**config.mk**
```make
export PLATFORM = sky130hd
export DESIGN_NAME = usb_crc_byte
export DESIGN_NICKNAME = d
export VERILOG_FILES = /design/src/rtl/usb_rx_pkg.sv /design/src/rtl/usb_crc_byte.sv
export SDC_FILE = /design/constraint.sdc
export NUM_CORES = 1
export LEC_CHECK = 0
export CORE_AREA = 2 2 39 41
export DETAILED_ROUTE_END_ITERATION = 10
export DIE_AREA = 0 0 41 43
export DONT_BUFFER_PORTS = 1
export PLACE_DENSITY = 0.46
export SETUP_SLACK_MARGIN = 0.2
export SKIP_LAST_GASP = 1
export SLEW_MARGIN = 10
export SYNTH_ARGS = -nofsm -noshare
export SYNTH_HDL_FRONTEND = slang
export SYNTH_SLANG_ARGS = --single-unit
```
**constraint.sdc**
```tcl
create_clock -name vclk -period 2.2
set_input_delay 0.11 -clock vclk [all_inputs]
set_output_delay 0.11 -clock vclk [all_outputs]
set_load 0.01 [all_outputs]
```
**src/rtl/usb_rx_pkg.sv**
```systemverilog
// -----------------------------------------------------------------------------
// usb_rx_pkg
// Shared constants and types for the USB receive-side CRC checker.
//   CRC16_*          : reflected USB CRC16 polynomial, seed and good residual
//   PID_DATA0/1      : DATA packet identifiers
//   rx_err_t         : per-packet status reported on the EOP beat
//   rx_state_e       : packet open/closed tracking
//   sat_inc16        : saturating 16-bit increment for the optional statistics
// -----------------------------------------------------------------------------
package usb_rx_pkg;

  localparam logic [15:0] CRC16_POLY_REFL     = 16'hA001;
  localparam logic [15:0] CRC16_INIT          = 16'hFFFF;
  localparam logic [15:0] CRC16_RESIDUAL_REFL = 16'hB001;

  localparam logic [7:0]  PID_DATA0 = 8'hC3;
  localparam logic [7:0]  PID_DATA1 = 8'h4B;

  typedef struct packed {
    logic len_err;
    logic crc_err;
  } rx_err_t;

  typedef enum logic {
    ST_IDLE,
    ST_OPEN
  } rx_state_e;

  function automatic logic [15:0] sat_inc16(input logic [15:0] v, input logic en);
    return (en && (v != 16'hFFFF)) ? v + 16'd1 : v;
  endfunction

endpackage

```
**src/rtl/usb_crc_byte.sv**
```systemverilog
// -----------------------------------------------------------------------------
// usb_crc_byte
// Combinational one-byte update of a reflected (LSb-first) CRC register.
//   crc_i  : register before the byte
//   data_i : byte to hash
//   crc_o  : register after the byte
// Parameters: CRC_W (register width), POLY (reflected polynomial).
// -----------------------------------------------------------------------------
module usb_crc_byte
  import usb_rx_pkg::*;
#(
  parameter int               CRC_W = 16,
  parameter logic [CRC_W-1:0] POLY  = CRC_W'(CRC16_POLY_REFL)
) (
  input  logic [CRC_W-1:0] crc_i,
  input  logic [7:0]       data_i,
  output logic [CRC_W-1:0] crc_o
);

  // Reflected form: the byte enters at the LSb end and shifts right.
  always_comb begin
    crc_o = crc_i ^ CRC_W'(data_i);
    for (int i = 0; i < 8; i++) begin
      crc_o = crc_o[0] ? ((crc_o >> 1) ^ POLY) : (crc_o >> 1);
    end
  end

endmodule

```
==> results of run 1 <==
-- metrics by stage --
| step | utilization | hold WS [ns] | power, mW | area, µm² | setup slack (ns) |
|---|---|---|---|---|---|
| floorplan | - | 0.300 | 0.186 | 279 | 0.863 |
| finish | 0.189 | 0.220 | 0.191 | 262 | 0.748 |
| detailed placement | 0.189 | 0.220 | 0.194 | 262 | 0.699 |
| global placement | 0.189 | 0.220 | 0.193 | 262 | 0.744 |
| global route | 0.189 | 0.220 | 0.214 | 262 | 0.584 |
| CTS | 0.189 | 0.220 | 0.197 | 262 | 0.688 |
-- power breakdown --
group | internal [mW] | total (mW) | switching [mW] | leakage, nW
Sequential | 0 | 0 | 0 | 0
Clock | 0 | 0 | 0 | 0
Combinational | 0.0810 | 0.191 | 0.110 | 0.0967
Total | 0.0810 | 0.191 | 0.110 | 0.0967
-- final cells by class --
cell class	count	area, µm²	area share
inverter	1	3.75	0.0144
multi-input combinational	23	238	0.909
tap	16	20.0	0.0766
-- worst max-delay path, cell delays in order --
cell     delay [ns]
xnor2_1        0.24
xor2_1         0.45
xnor2_1        0.23
xnor3_1        0.31
-- synthesized netlist by cell type, drive strengths merged --
cell and instances:
buf 5, xor2 8, xnor2 14, xnor3 1
inv 1
-- cells by family (layout without fill, tap and decap cells) --
logic type                count (synthesis)  in the layout
buffers and inverters                     6              1
xor gates and xnor gates                 23             23
-- layer usage --
layer,GRT usage,vias up,part of all wire
li1,-,74,-
met1,0.0510,70,0.32
met2,0.0969,31,0.45
met3,0.00524,0,0.23
met4,0,0,0
met5,0,-,0
-- worst paths after layout --
kind | from | depth (start not counted) | end
worst max-delay path | data_i[3] | 4 | crc_o[0]
worst min-delay path | crc_i[12] | 0 | crc_o[4]
==> metrics.cfg, run 1 <==
[global_routing]
antenna_found_initial=0
grt_pass1_wl_um=593
grt_max_degree=4
overflow=0
track_usage=0.0480
grt_pass1_vias=162

[floorplan]
pin_count=40
initial_core_util=0.202
rows=14
core_um2=1380
die_w_um=41
die-area_um2=1760
die_y_um=43

[logic_synthesis]
synthesis.area_um2=279
yosysWarningCount=0
synth-simple-area-share=0
synth_cell_type_count=7
synth_xor_area_frac=0.852
synth_top_family_by_area=XOR/XNOR gates
syn_area_per_cell_um2=9.62
ys_top_cells_by_area=xnor2_1, xor2_1, buf_4
synthAdderAreaFrac=0
synth_compound_area_frac=0
yosysTopAreaCell=xnor2_1
ys_seq_area_frac=0
muxShareOfSynthArea=0
postSynthCellCount=29
synth_top_cell_area_share=0.377
synth.net_count=53

[drt]
routed_wl_um=497
via_per_inst=4.38
drt_iter0_drc=0
dr.pass1.iters=1
vias=175
routedWlPerCell_um=12.4
ant_nets=0
drc=0

[final_layout]
final_common_cell=xnor2_1
diodes=0
final_cell_mix=xnor2_1, xor2_1, xnor2_2
design.seq.count=0
area_delta_synth_final_pct=-6.28
fin_cells=40
regArea_um2=0
drive_gt1_frac=0.125
final_nets=50
fillers=150
clkbuf_count=0

[power]
powerDensity_nw_per_um2=730
leakage_nw=0.0967
ir_drop_mv=0.128

[timing]
final-hold-violation-count=0
rsz0062_at_grt=false
fmax_ghz=0.689
final-setup-viol-count=0
fin_crit_sh=0.660
period_minus_slack_ns=1.45
report.final.slew_viol_count=0
max_slew_margin=0.670
worst_slew_pin_slew_ns=0.494
setup_tns_ns=0

[critical_path]
crit_arrival_ns=1.34
crit_path_start_kind=input pin
path_max_fanout=3
cp.required_ns=2.09
crit_type=input pin to output port
crit_path_end_kind=output port

[place]
io_buffers=0
dp_cells=40
place_hpwl_um=487
gp_congestion=0.568

[cts]
post_cts_buffers=0
hold_buffers=0
cts_resized=0

[outcome]
status=finished, final reports clean

[min_path]
hp-class=input pin to output port

[flow_run]
drv_cap=0

Note: power is estimated with default switching activity, not from simulation.
==> run 2, diff against run 1 <==
- clock period: 2.2 -> 1.4 ns (I/O delays scaled with it)
==> metrics.cfg, run 2 (synthesized netlist as in run 1, its figures left out) <==
[critical_path]
path_max_fanout=2
cpMaxStageDelayCell=xnor3_1
path_cells=xnor2_2, xor2_2, xnor2_2, xnor3_1
crit_path_end_kind=output port
path_buf_inv=0
crit_path_start_kind=input pin
crit_top_cell=xnor2_2
max_stage_delay_ns=0.39
path_delay_family=XOR/XNOR gates
crit_arrival_ns=1.07
crit_type=input pin to output port
cp.required_ns=1.33

[global_routing]
antenna_found_initial=0
grt_pass1_vias=157
grt_max_degree=4
overflow=0
grt_pass1_wl_um=627
track_usage=0.0462

[final_layout]
final_cell_mix=xnor2_2, xnor2_1, xor2_2, xor2_1, buf_4
utilization=0.281
area_delta_synth_final_pct=39.5
diodes=0
final_common_cell=xnor2_2
design.seq.count=0
final_nets=54
regArea_um2=0
clkbuf_count=0
drive_gt1_frac=0.607
fin_cells=44

[timing]
fin_hold_ws_ns=0.140
setup_tns_ns=0
fin_crit_sh=0.814
fmax_ghz=0.878
worst_slew_pin_slew_ns=0.312
final-hold-violation-count=0
max_slew_margin=0.791
period_minus_slack_ns=1.14
final-setup-viol-count=0
report.final.slew_viol_count=0
rsz0062_at_grt=false

[floorplan]
initial_core_util=0.202
die-area_um2=1760
core_um2=1380
rows=14
die_y_um=43
die_w_um=41
pin_count=40

[drt]
via_per_inst=3.95
routedWlPerCell_um=11.1
dr.pass1.iters=1
ant_nets=0
drt_iter0_drc=0
vias=174
routed_wl_um=490
drc=0

[power]
p_int_uw=192
powerDensity_nw_per_um2=986
ir_drop_mv=0.271
power.switching_uw=191
p_comb_frac=1.000
power.share.clock=0
leakage_nw=0.162
netSwitchingFraction=0.499
pwr-share-seq=0

[place]
gp_congestion=0.586
dp_cells=42
io_buffers=0

[outcome]
status=finished, final reports clean

[cts]
hold_buffers=0

[min_path]
hp-class=input pin to output port

[flow_run]
drv_cap=0

run 2: cell types whose count changed in the layout (fill, tap and decap cells not counted), sizes merged:
| cell | delta |
|---|---|
| buf | +4 |
run 2: power groups by stage:
stage | combinational [mW] | clock, mW | sequential [mW]
3_3_place_gp | 0.349 | 0 | 0
5_1_grt | 0.412 | 0 | 0
2_1_floorplan | 0.325 | 0 | 0
4_1_cts | 0.352 | 0 | 0
6_report | 0.384 | 0 | 0
3_5_place_dp | 0.349 | 0 | 0
run 2: metrics by stage:
| stage | setup slack [ns] | cell area [µm²] | power [mW] |
|---|---|---|---|
| after floorplan | 0.236 | 347 | 0.325 |
| after global placement | 0.200 | 344 | 0.349 |
| after global routing | 0.193 | 389 | 0.412 |
| after detailed placement | 0.202 | 344 | 0.349 |
| final | 0.261 | 389 | 0.384 |
| after CTS | 0.202 | 344 | 0.352 |
run 2: per-layer routing:
layer	global-route usage	up-vias	wire length (µm)
met2	0.0969	15	281
met4	0	0	0
li1	-	77	-
met3	0	0	113
met5	0	-	0
met1	0.0484	82	95
run 2: final timing paths:
check / startpoint / to / depth (start not counted)
max: data_i[4] / crc_o[0] / 4
min: crc_i[10] / crc_o[2] / 0
run 2: repair_timing:
| action | in CTS | in global routing |
|---|---|---|
| buffers inserted | 0 | 2 |
| endpoints found under the setup margin | 1 | 3 |
| resized for setup | 0 | 4 |
| gates cloned | 0 | 0 |
| pin swaps | 1 | 4 |
run 2: final cells by class:
class / instances / area [µm²]
inverters: 1 / 3.75
multi-input cells: 23 / 335
fillers: 158 / 995
repair buffers: 4 / 30.0
well taps: 16 / 20.0
